## src/rtl/adder_pkg.sv

```systemverilog
// Shared constants and result type for the structural ripple adder.
package adder_pkg;

  localparam int ADDER_DEFAULT_WIDTH = 4;

  // Carry sits above the sum so {carry_out, sum} packs straight into this.
  typedef struct packed {
    logic                           carry;
    logic [ADDER_DEFAULT_WIDTH-1:0] sum;
  } adder_result_t;

endpackage

```

## src/rtl/full_adder_1bit.sv

```systemverilog
// One-bit full-adder cell; the ripple chain is built from these.
module full_adder_1bit (
  input  logic a,
  input  logic b,
  input  logic cin,
  output logic sum,
  output logic cout
);

  logic w_prop;

  assign w_prop = a ^ b;
  assign sum    = w_prop ^ cin;
  assign cout   = (a & b) | (cin & w_prop);

endmodule

```

## src/rtl/ripple_adder_4bit_structural.sv

```systemverilog
// Structural WIDTH-bit ripple-carry adder with a one-cycle registered copy.
// Define RIPPLE_ADDER_OVERFLOW_FLAG_EN to add signed overflow / overflow_q.
module ripple_adder_4bit_structural
  import adder_pkg::*;
#(
  parameter int WIDTH = ADDER_DEFAULT_WIDTH
) (
  input  logic             clk,
  input  logic             rst_n,
  input  logic [WIDTH-1:0] a,
  input  logic [WIDTH-1:0] b,
  input  logic             carry_in,
  input  logic             in_valid,
  output logic [WIDTH-1:0] sum,
  output logic             carry_out,
  output logic [WIDTH-1:0] sum_q,
  output logic             carry_out_q,
  output logic             out_valid
`ifdef RIPPLE_ADDER_OVERFLOW_FLAG_EN
  ,
  output logic             overflow,
  output logic             overflow_q
`endif
);

  logic [WIDTH:0]   w_carry;
  logic [WIDTH-1:0] w_sum;

  assign w_carry[0] = carry_in;

  // Each cell takes its carry from the one below; no behavioural add anywhere.
  for (genvar gi = 0; gi < WIDTH; gi++) begin : g_cell
    full_adder_1bit u_fa (
      .a    (a[gi]),
      .b    (b[gi]),
      .cin  (w_carry[gi]),
      .sum  (w_sum[gi]),
      .cout (w_carry[gi+1])
    );
  end

  assign sum       = w_sum;
  assign carry_out = w_carry[WIDTH];

  logic [WIDTH-1:0] r_sum;
  logic             r_carry;
  logic             r_valid;

  always_ff @(posedge clk or negedge rst_n) begin
    if (!rst_n) begin
      r_sum   <= '0;
      r_carry <= 1'b0;
      r_valid <= 1'b0;
    end else begin
      r_valid <= in_valid;
      if (in_valid) begin
        r_sum   <= w_sum;
        r_carry <= w_carry[WIDTH];
      end
    end
  end

  assign sum_q       = r_sum;
  assign carry_out_q = r_carry;
  assign out_valid   = r_valid;

`ifdef RIPPLE_ADDER_OVERFLOW_FLAG_EN
  logic w_overflow;
  logic r_overflow;

  // Signed overflow: carry into the MSB differs from carry out of it.
  assign w_overflow = w_carry[WIDTH] ^ w_carry[WIDTH-1];

  always_ff @(posedge clk or negedge rst_n) begin
    if (!rst_n) begin
      r_overflow <= 1'b0;
    end else if (in_valid) begin
      r_overflow <= w_overflow;
    end
  end

  assign overflow   = w_overflow;
  assign overflow_q = r_overflow;
`endif

endmodule

```

## config.mk

```make
export PLATFORM = sky130hd
export DESIGN_NAME = ripple_adder_4bit_structural
export DESIGN_NICKNAME = d
export VERILOG_FILES = /design/src/rtl/adder_pkg.sv /design/src/rtl/full_adder_1bit.sv /design/src/rtl/ripple_adder_4bit_structural.sv
export SDC_FILE = /design/constraint.sdc
export NUM_CORES = 1
export LEC_CHECK = 0
export CORE_AREA = 4 4 41 43
export DETAILED_ROUTE_END_ITERATION = 10
export DIE_AREA = 0 0 45 47
export DONT_BUFFER_PORTS = 1
export PLACE_DENSITY = 0.38
export SLEW_MARGIN = 20
export SYNTH_ARGS = -nofsm -noshare
export SYNTH_HDL_FRONTEND = slang
export SYNTH_SLANG_ARGS = --single-unit
```

## constraint.sdc

```tcl
create_clock -name clk -period 1.82 [get_ports clk]
set_input_delay 0 -clock clk [delete_from_list [all_inputs] [get_ports clk]]
set_output_delay 0 -clock clk [all_outputs]
set_load 0.02 [all_outputs]
```

==> summary.txt <==
Status
  • Status: complete, no violations

Critical path
  • Worst-path maximum fanout: 2
  • Startpoint types: primary input
  • Nature of the critical path endpoint: output port
  • CP required: 1.82 ns
  • Worst path slowest cell: fa_1
  • Setup CP Type: primary input to output port
  • Largest stage delay, worst path: 0.43 ns
  • Critical Path AT: 1.69 ns
  • R2R Path Start: carry_out_q
  • Cells along the critical path: inv_1 -> fa_1 -> inv_1 -> fa_1 -> fa_1 -> inv_1 -> fa_1 -> inv_1
  • Launch point of the worst path: a[0]

STA
  • Hold WS: 0.0660 ns
  • Max-slew violations: 0
  • Worst Tran Pin Value: 0.367 ns
  • Final min period: 1.69 ns
  • Worst Skew: 0 ns
  • Setup Viol. Count Final: 0
  • Setup_tns: 0 ns
  • RSZ-0062 raised after global routing: no
  • Slew Limit Headroom: 75.5%
  • F_max: 0.592 GHz
  • Hold violation count in the final report: 0
  • Fin crit share: 92.8%

Flow run
  • Max-cap violations: 0

Synth
  • Post-synth net total: 48
  • Largest area contributor in the netlist: dfrtp_1
  • Avg Inst Size Synth: 11.6 sq um
  • Flops & latches, synth: 6
  • Synth area leaders: dfrtp_1 40%, fa_1 22%, mux2_4 12%
  • Total number of yosys warnings: 0
  • Sequential fraction of the synthesis area: 40.4%
  • Post-synth cell types: 8
  • Mapped Area: 372 sq um
  • Yosys top cell area share: 40.4%
  • Cell count after synthesis: 32

Final layout
  • Most frequent cells in the layout: 10 x inv_1, 6 x dfrtp_1, 4 x fa_1, 3 x mux2_4, 3 x clkbuf_4
  • Share of cells above drive strength 1: 23.5%
  • Finished Layout Cells: 49
  • Area Overhead vs Synth: 9.43%
  • Most common cell after layout, fill and taps aside: inv_1
  • Layout net count: 52
  • Antenna Cells: 0
  • Core Util, Final: 31.3%
  • Fin area: 407 sq um

Floorplan
  • Die Span Y: 47 um
  • Core area: 1300 sq um
  • Die area: 2120 sq um
  • Initial Utilization: 28.6%
  • Cell row count: 13
  • Num ports: 23
  • Die X: 45 um

Clock network
  • CTS Sinks: 6
  • Setup Buffers After CTS: 0
  • TritonCTS buffer count: 3
  • Clk buf depth: 2
  • Root Driver: clkbuf_4
  • Clk_lat worst skew: 0.24 ns
  • CTS H-tree depth: 1
  • Clk pin slew, worst setup/hold paths: 0.05 ns
  • CTS resizes: 0
  • Clock tree from TritonCTS: done

Power
  • Pleak: 0.214 nW
  • Peak VDD IR: 0.000221 V
  • Pwr dens: 1060 nW/um^2

Routing
  • Average wire per standard cell: 13.5 um
  • DRT Wirelength: 660 um
  • Total vias in the final route: 209
  • Vias per std cell: 4.27
  • First DRT Iteration DRCs: 5
  • Drt pass-1 iters: 4
  • Drc violations: 0
  • Post-route ant nets: 0

Placed design
  • DP Area: 364 sq um
  • Placed cells: 44
  • Placer's final routability congestion estimate: 0.648
  • Port Buf Inserts: 0

Global route
  • Largest net degree at the start of global routing: 9
  • Vias in the first global route: 230
  • Gr ovfl total: 0
  • Overall fraction of global-route tracks in use: 7.66%
  • Initial antenna violation count: 0
  • First-pass GRT wire length: 1.06 mm

Hold path
  • Hold Path Class: primary input to asynchronous set/reset pin
-- state kept, by name (all words and copies together) (netlist names) --
signal and cells:
carry_out_q 1, out_valid 1, sum_q 4
-- stage by stage --
| step | worst slack, ns | total power, W |
|---|---|---|
| final | 0.132 | 0.000431 |
| after global routing | 0.0229 | 0.000461 |
| after CTS | 0.109 | 0.000440 |
| after detailed placement | 0.0576 | 0.000303 |
| after global placement | 0.0752 | 0.000300 |
| after floorplan | 0.132 | 0.000302 |
-- critical path, delay by kind of cell --
kind	cells	cell delay [ns]
buffers and inverters	4	0.36
adders and majority gates	4	1.32
-- synth_stat cells --
library cell and n:
mux2_4 3, a21oi_1 2, fa_1 4, buf_6 1
inv_1 10, dfrtp_1 6, nor2_1 2, buf_4 4
-- area by class of cell --
class,instances,area [sq um]
fill,134,895
sequential,6,150
multi-input combinational,11,143
inverter,10,37.5
timing repair buffer,4,35.0
clock buffer,3,22.5
tap,15,18.8
-- kinds of logic (layout without fill, tap and decap cells) --
logic type	Yosys count	in the layout	synth area share [%]
multiplexers	3	3	12.1
flip-flops	6	6	40.4
adder cells (fa/ha/maj)	4	4	21.5
AND/OR/NAND/NOR	2	2	2.02
buffers and inverters	15	17	21.2
AO/OA/AOI/OAI	2	2	2.69
-- power breakdown --
part / internal [W] / total, W / switching, W
Sequential: 0.000156 / 0.000200 / 0.0000441
Clock: 0.0000748 / 0.000125 / 0.0000506
Combinational: 0.0000479 / 0.000105 / 0.0000576
Total: 0.000279 / 0.000431 / 0.000152
-- path summary, 6_finish.rpt --
| path | slack [ns] | end | cells after the start |
|---|---|---|---|
| worst max-delay path | 0.13 | sum[3] | 8 |
| worst min-delay path | 0.07 | sum_q[0] | 1 |
| worst max register to register | 0.95 | carry_out_q | 1 |
| worst min register to register | 0.66 | sum_q[3] | 2 |
| max in group asynchronous | 1.53 | sum_q[2] | 1 |
| min in group clk | 0.09 | sum_q[2] | 2 |
-- routing by layer --
layer	global-route usage, %	up-vias	routed length, um
li1	-	90	-
met3	6.13	0	69
met5	0	-	0
met2	12.1	14	355
met4	3.51	0	0
met1	7.26	105	235
-- repair_timing --
item	4_1_cts	5_1_grt
hold endpoints to repair	12	0
setup endpoints to repair	0	0
hold buffers	2	0
Power figures use the tool's default switching activity.
